## src/rtl/pool_stream_framer.sv

```systemverilog
// Frames pooled 2x2 feature-map beats into an AXI-Stream with TLAST, completion pulse,
// beat counting and an upstream-last cross-check, behind a 2-entry registered skid buffer.
module pool_stream_framer #(
    parameter int unsigned DATA_WIDTH            = 256,
    parameter int unsigned WIDTH_CHANNEL_NUM_REG = 10,
    parameter int unsigned WIDTH_FEATURE_SIZE    = 11
) (
    input  logic                            clk,
    input  logic                            rst,
    input  logic                            Next_Reg,
    input  logic                            Start,
    input  logic [WIDTH_FEATURE_SIZE-1:0]   Row_Num_Out_REG,
    input  logic [WIDTH_CHANNEL_NUM_REG-1:0] Channel_Out_Num_REG,
    input  logic [DATA_WIDTH-1:0]           S_Data,
    input  logic                            S_Valid,
    output logic                            S_Ready,
    input  logic                            S_Last,
    output logic [DATA_WIDTH-1:0]           M_Data,
    output logic                            M_Valid,
    input  logic                            M_Ready,
    output logic                            M_Last,
    output logic                            Stream_Complete,
    output logic                            Last_Mismatch,
    output logic [WIDTH_FEATURE_SIZE*2-1:0] Beat_Count
);

    localparam int unsigned CW = WIDTH_CHANNEL_NUM_REG - 4;
    localparam int unsigned PW = WIDTH_FEATURE_SIZE - 1;
    localparam int unsigned BW = WIDTH_FEATURE_SIZE * 2;
    localparam logic [CW:0] OneC = (CW + 1)'(1);
    localparam logic [PW:0] OneP = (PW + 1)'(1);
    localparam logic [BW-1:0] OneB = BW'(1);

    typedef enum logic [1:0] {StIdle, StRun, StDrain, StDone} state_e;

    state_e          state_q, state_d;
    logic [CW-1:0]   cnt_cout_q, cnt_cout_d;
    logic [PW-1:0]   cnt_col_q, cnt_col_d;
    logic [PW-1:0]   cnt_row_q, cnt_row_d;
    logic [DATA_WIDTH-1:0] buf0_data_q, buf0_data_d, buf1_data_q, buf1_data_d;
    logic            buf0_last_q, buf0_last_d, buf1_last_q, buf1_last_d;
    logic            buf0_vld_q, buf0_vld_d, buf1_vld_q, buf1_vld_d;
    logic            s_ready_q, s_ready_d;
    logic            complete_q, complete_d;
    logic            mismatch_q, mismatch_d;
    logic [BW-1:0]   beat_q, beat_d;

    logic [CW-1:0]   c_lim;
    logic [PW-1:0]   p_lim;
    logic            zero_size, cout_max, col_max, row_max, is_final, push, pop;

    assign c_lim     = Channel_Out_Num_REG[WIDTH_CHANNEL_NUM_REG-1:4];
    assign p_lim     = Row_Num_Out_REG[WIDTH_FEATURE_SIZE-1:1];
    assign zero_size = (c_lim == '0) || (p_lim == '0);
    assign cout_max  = (({1'b0, cnt_cout_q} + OneC) == {1'b0, c_lim});
    assign col_max   = (({1'b0, cnt_col_q} + OneP) == {1'b0, p_lim});
    assign row_max   = (({1'b0, cnt_row_q} + OneP) == {1'b0, p_lim});
    assign is_final  = cout_max && col_max && row_max;
    assign push      = S_Valid && s_ready_q;
    assign pop       = buf0_vld_q && M_Ready;

    always_comb begin
        state_d     = state_q;
        cnt_cout_d  = cnt_cout_q;
        cnt_col_d   = cnt_col_q;
        cnt_row_d   = cnt_row_q;
        buf0_data_d = buf0_data_q;
        buf1_data_d = buf1_data_q;
        buf0_last_d = buf0_last_q;
        buf1_last_d = buf1_last_q;
        buf0_vld_d  = buf0_vld_q;
        buf1_vld_d  = buf1_vld_q;
        mismatch_d  = mismatch_q;
        beat_d      = beat_q;

        if (pop) begin
            beat_d = beat_q + OneB;
        end

        unique case (state_q)
            StIdle: begin
                if (Start) begin
                    beat_d     = '0;
                    cnt_cout_d = '0;
                    cnt_col_d  = '0;
                    cnt_row_d  = '0;
                    state_d    = zero_size ? StDone : StRun;
                end
            end
            StRun: begin
                if (push) begin
                    if (cout_max) begin
                        cnt_cout_d = '0;
                        if (col_max) begin
                            cnt_col_d = '0;
                            cnt_row_d = row_max ? '0 : cnt_row_q + 1'b1;
                        end else begin
                            cnt_col_d = cnt_col_q + 1'b1;
                        end
                    end else begin
                        cnt_cout_d = cnt_cout_q + 1'b1;
                    end
                    if (S_Last != is_final) begin
                        mismatch_d = 1'b1;
                    end
                    if (is_final) begin
                        state_d = StDrain;
                    end
                end
            end
            StDrain: begin
                if (pop && buf0_last_q) begin
                    state_d = StDone;
                end
            end
            StDone:  state_d = StIdle;
            default: state_d = StIdle;
        endcase

        // Pop shifts the tail forward first, then a push fills the first free slot,
        // so a simultaneous push/pop keeps both occupancy and order.
        if (pop) begin
            buf0_data_d = buf1_data_q;
            buf0_last_d = buf1_last_q;
            buf0_vld_d  = buf1_vld_q;
            buf1_vld_d  = 1'b0;
        end
        if (push) begin
            if (!buf0_vld_d) begin
                buf0_data_d = S_Data;
                buf0_last_d = is_final;
                buf0_vld_d  = 1'b1;
            end else begin
                buf1_data_d = S_Data;
                buf1_last_d = is_final;
                buf1_vld_d  = 1'b1;
            end
        end

        s_ready_d  = (state_d == StRun) && !buf1_vld_d;
        complete_d = (state_q == StDone);
    end

    always_ff @(posedge clk) begin
        if (rst || Next_Reg) begin
            state_q     <= StIdle;
            cnt_cout_q  <= '0;
            cnt_col_q   <= '0;
            cnt_row_q   <= '0;
            buf0_data_q <= '0;
            buf1_data_q <= '0;
            buf0_last_q <= 1'b0;
            buf1_last_q <= 1'b0;
            buf0_vld_q  <= 1'b0;
            buf1_vld_q  <= 1'b0;
            s_ready_q   <= 1'b0;
            complete_q  <= 1'b0;
            mismatch_q  <= 1'b0;
            beat_q      <= '0;
        end else begin
            state_q     <= state_d;
            cnt_cout_q  <= cnt_cout_d;
            cnt_col_q   <= cnt_col_d;
            cnt_row_q   <= cnt_row_d;
            buf0_data_q <= buf0_data_d;
            buf1_data_q <= buf1_data_d;
            buf0_last_q <= buf0_last_d;
            buf1_last_q <= buf1_last_d;
            buf0_vld_q  <= buf0_vld_d;
            buf1_vld_q  <= buf1_vld_d;
            s_ready_q   <= s_ready_d;
            complete_q  <= complete_d;
            mismatch_q  <= mismatch_d;
            beat_q      <= beat_d;
        end
    end

    assign S_Ready         = s_ready_q;
    assign M_Data          = buf0_data_q;
    assign M_Valid         = buf0_vld_q;
    assign M_Last          = buf0_last_q;
    assign Stream_Complete = complete_q;
    assign Last_Mismatch   = mismatch_q;
    assign Beat_Count      = beat_q;

endmodule

```

## config.mk

```make
export PLATFORM = sky130hd
export DESIGN_NAME = pool_stream_framer
export DESIGN_NICKNAME = d
export VERILOG_FILES = /design/src/rtl/pool_stream_framer.sv
export SDC_FILE = /design/constraint.sdc
export NUM_CORES = 1
export LEC_CHECK = 0
export CAP_MARGIN = 15
export CORE_MARGIN = 2
export CORE_UTILIZATION = 40
export CTS_BUF_LIST = sky130_fd_sc_hd__clkbuf_4 sky130_fd_sc_hd__clkbuf_8 sky130_fd_sc_hd__clkbuf_16
export DETAILED_ROUTE_END_ITERATION = 7
export PLACE_DENSITY = 0.68
export SETUP_SLACK_MARGIN = 0.02
export SLEW_MARGIN = 5
export SYNTH_ARGS = -nofsm -noshare
export SYNTH_HDL_FRONTEND = slang
export SYNTH_SLANG_ARGS = --single-unit
```

## constraint.sdc

```tcl
create_clock -name clk -period 5.25 [get_ports clk]
set_clock_uncertainty 0.2 [all_clocks]
set_input_delay 1.575 -clock clk [delete_from_list [all_inputs] [get_ports clk]]
set_output_delay 1.575 -clock clk [all_outputs]
set_load 0.05 [all_outputs]
```

==> results_dict.tcl <==
set metrics [dict create \
    ctsHoldBuffers 0 \
    required_ns 5.55 \
    drc 0 \
    switchingPower_w 0.002136 \
    path_delay_family "simple AND/OR/NAND/NOR gates" \
    clkTransAtPathRegs_ns 0.06 \
    cts_root_buf "clkbuf_16" \
    first_pass_iters 5 \
    min_path_type "register to register" \
    cpMaxStageDelayCell "clkdlybuf4s50_1" \
    power_density_nw_per_um2 298.6 \
    hold_depth 2 \
    synth_edf_count 0 \
    overflow 0 \
    clock_path_buffers 3 \
    comb_power_share_pct 7.2 \
    numCtsBuffers 59 \
    netlist_instances 3000 \
    htree_num_levels 2 \
    num_io_pins 567 \
    antenna_found_initial 13 \
    drtAntennaViolNets 0 \
    dieHeight_um 244.0 \
    post_drt_wl_per_cell_um 16.85 \
    critPathCaptureType "register" \
    min_period_over_period_pct 75.38 \
    grt_start_max_net_pins 157 \
    finalSetupTns_ns 0 \
    setup_viol 0 \
    ys_seq_elements 569 \
    status "complete, no violations" \
    min_to "buf1_data_q[15]" \
    hpwl_um 45500 \
    fp.dieArea_um2 59520 \
    rsz0062_at_grt "no" \
    fin_total_pwr_w 0.009327 \
    vias 22020 \
    portBuffers 561 \
    finalInstanceArea_um2 31240 \
    drt-initial-drc-count 1417 \
    viasPerCell 5.217 \
    pwr-share-clk_pct 45.9 \
    placeableCoreArea_um2 56710 \
    cpPeakStageDelay_ns 0.63 \
    drv_slew 0 \
    cts_tree "yes" \
    ff2ff_path_depth 8 \
    initial_core_util_pct 40.62 \
    nets 3699 \
    min_from "buf1_data_q[15]" \
    drive_gt1_share_pct 4.690 \
    drv_cap 0 \
    critPathKind "primary input to register" \
    critical_path_arrival_ns 4.26 \
    ff2ff_setup_slack_ns 2.00 \
    avgSynthCellArea_um2 7.678 \
    rr_endpoint "S_Ready" \
    startpoint_type "primary input" \
    seqPwrFrac_pct 46.8 \
    crit_fanout 7 \
    crit_chain "clkdlybuf4s50_1, xor2_1, nor4bb_1, a211oi_1, a2111oi_0, and2_0, a31oi_1, and3_1" \
    crit_buf_inv 1 \
    netlist_area_um2 23030 \
    die_w_um 244.0 \
    clk_latency_ns 0.60 \
    p_sw_share_pct 22.90 \
    synth_nets 3288 \
    synth_ff_type "dfxtp_1" \
    postCtsResizedCells 0 \
    worst_pin_slew_ns 0.9467 \
    rows 87 \
    grt_pass1_vias 20100 \
    cell_internal_pwr_w 0.007191 \
    post_cts_buffers 0 \
    nFillCells 5262 \
    grt_pass1_wl_um 111200 \
    cts.sinks 569 \
    ys_types 57 \
    fin_crit_ns 3.957 \
    syn2layout_area_growth_pct 35.61 \
    synth_seq_area_share_pct 49.45 \
    grt_usage_pct 22.72 \
    synthArstFlopShare_pct 0 \
    finalWirelength_um 71100 \
    p_leak_nw 9.874 \
    yosys_warnings 0 \
    finalHoldViolCount 0 \
    fmax_mhz 252.7 \
    max_slew_margin_pct 36.89 \
    place_congestion 0.8560 \
    r2r-start "cnt_row_q[0]" \
    placed_area_um2 29220 \
    irDropWorstVdd_v 0.0002316 \
]
[final cells by class]
cell class | count | area [µm²] | share of cell area, %
flip-flops and latches | 569 | 11390 | 36.47
well taps | 756 | 945.9 | 3.028
repair buffers | 603 | 6156 | 19.71
clock inverters | 18 | 202.7 | 0.6489
inverters | 8 | 30.03 | 0.09613
diodes | 11 | 27.53 | 0.08812
multi-input cells | 2170 | 10700 | 34.25
clock buffers | 86 | 1785 | 5.716
[state kept, by name, indices dropped and copies added (netlist names)]
| signal | count |
|---|---|
| buf1_vld_q | 1 |
| buf1_data_q | 256 |
| buf1_last_q | 1 |
| M_Valid | 1 |
| Stream_Complete | 1 |
| cnt_row_q | 10 |
| S_Ready | 1 |
| cnt_cout_q | 6 |
| state_q | 2 |
| Beat_Count | 22 |
| M_Last | 1 |
| cnt_col_q | 10 |
| M_Data | 256 |
| Last_Mismatch | 1 |
[power by group through the flow]
stage	registers (W)	clock network [W]	logic, W
2_1_floorplan	0.00457	0	0.000188
3_3_place_gp	0.00446	0	0.000674
6_report	0.00437	0.00428	0.000676
4_1_cts	0.00437	0.00437	0.000677
3_5_place_dp	0.00446	0	0.000673
5_1_grt	0.00437	0.00454	0.000719
[how the worst max path moves through the flow]
| stage | from | endpoint | slack (ns) | depth (start not counted) |
|---|---|---|---|---|
| final | Row_Num_Out_REG[10] | S_Ready | 1.29 | 8 |
| after CTS | Row_Num_Out_REG[10] | S_Ready | 1.34 | 8 |
| after global routing | Row_Num_Out_REG[10] | S_Ready | 1.14 | 8 |
| after detailed placement | Row_Num_Out_REG[9] | cnt_row_q[0] | 0.71 | 9 |
| after floorplan | Channel_Out_Num_REG[8] | cnt_row_q[0] | 1.35 | 7 |
| after global placement | Row_Num_Out_REG[9] | cnt_row_q[0] | 0.72 | 9 |
[stage by stage]
step / hold slack [ns] / cells / setup WS [ns] / util (%)
floorplan: 0.2322 / 3000 / 1.346 / -
global placement: 0.2408 / 4106 / 0.7249 / 51.53
detailed placement: 0.2466 / 4106 / 0.7136 / 51.53
CTS: 0.2546 / 4210 / 1.339 / 55.03
global route: 0.2678 / 4219 / 1.144 / 55.07
finish: 0.2524 / 4221 / 1.293 / 55.08
[synth_stat cells (2+ instances only)]
| library cell | number | share of area, % |
|---|---|---|
| mux2i_1 | 2 | 0.087 |
| nor2b_1 | 5 | 0.14 |
| a22oi_1 | 2 | 0.065 |
| and2_0 | 2 | 0.054 |
| nand2b_1 | 11 | 0.30 |
| nor2_1 | 307 | 5.0 |
| nand3_1 | 41 | 0.89 |
| and4_1 | 5 | 0.19 |
| ha_1 | 4 | 0.22 |
| o21ai_0 | 24 | 0.52 |
| xnor2_1 | 28 | 1.1 |
| or2_2 | 5 | 0.14 |
| o21a_1 | 4 | 0.13 |
| a21oi_1 | 277 | 6.0 |
| or4b_1 | 2 | 0.087 |
| or3_1 | 6 | 0.16 |
| and2_1 | 6 | 0.16 |
| nor4_1 | 11 | 0.30 |
| nor3_1 | 5 | 0.11 |
| dfxtp_1 | 569 | 49 |
| o21ai_1 | 3 | 0.065 |
| nand3b_1 | 4 | 0.13 |
| buf_1 | 3 | 0.049 |
| a211oi_1 | 5 | 0.16 |
| inv_1 | 8 | 0.13 |
| o31ai_1 | 3 | 0.098 |
| xor2_1 | 22 | 0.84 |
| a311oi_1 | 260 | 9.9 |
| nand4bb_1 | 2 | 0.098 |
| a31oi_1 | 5 | 0.14 |
| and3_1 | 11 | 0.30 |
| nand4_1 | 9 | 0.24 |
| nand4b_1 | 2 | 0.076 |
| a2111oi_0 | 3 | 0.11 |
| clkbuf_1 | 250 | 4.1 |
| nand2_1 | 1069 | 17 |
| a21o_1 | 3 | 0.098 |
| o211ai_1 | 2 | 0.065 |
| nor3b_1 | 2 | 0.065 |
[layout by cell type (no fill, tap or decap), types with 10 or more instances in the layout]
| cell type | count |
|---|---|
| clkdlybuf4s50_1 | 561 |
| xnor2_1 | 28 |
| nand2b_1 | 11 |
| clkbuf_4 | 10 |
| and3_1 | 11 |
| buf_4 | 24 |
| o21ai_0 | 23 |
| a311oi_1 | 260 |
| diode_2 | 11 |
| nand2_1 | 1068 |
| nor4_1 | 11 |
| nor2_1 | 306 |
| a21oi_1 | 277 |
| clkinv_2 | 10 |
| xor2_1 | 22 |
| clkbuf_16 | 59 |
| buf_12 | 18 |
| dfxtp_1 | 569 |
| clkbuf_8 | 17 |
| nand3_1 | 40 |
[kinds of logic after synthesis]
logic type	synth area share [%]
flops	49.45
mux	0.1358
xor+xnor	1.901
compound gates	17.88
buf+inv	4.253
fa+ha+maj	0.2173
simple gates	26.17
[worst reg2reg max path, stage by stage (launching register included)]
cell,delay (ns)
dfxtp_1,0.39
ha_1,0.34
and3_1,0.29
a2111oi_0,0.43
a211oi_1,0.09
a2111oi_0,0.54
and2_0,0.48
a31oi_1,0.21
and3_1,0.19
[layer usage]
layer,global-route usage (%),wire (µm),vias to the layer above
met5,0,57,-
met3,6.749,5710,129
met1,28.08,29470,10250
met4,8.572,2304,8
met2,37.31,33560,637
li1,-,-,11000
(Power assumes the default switching activity.)
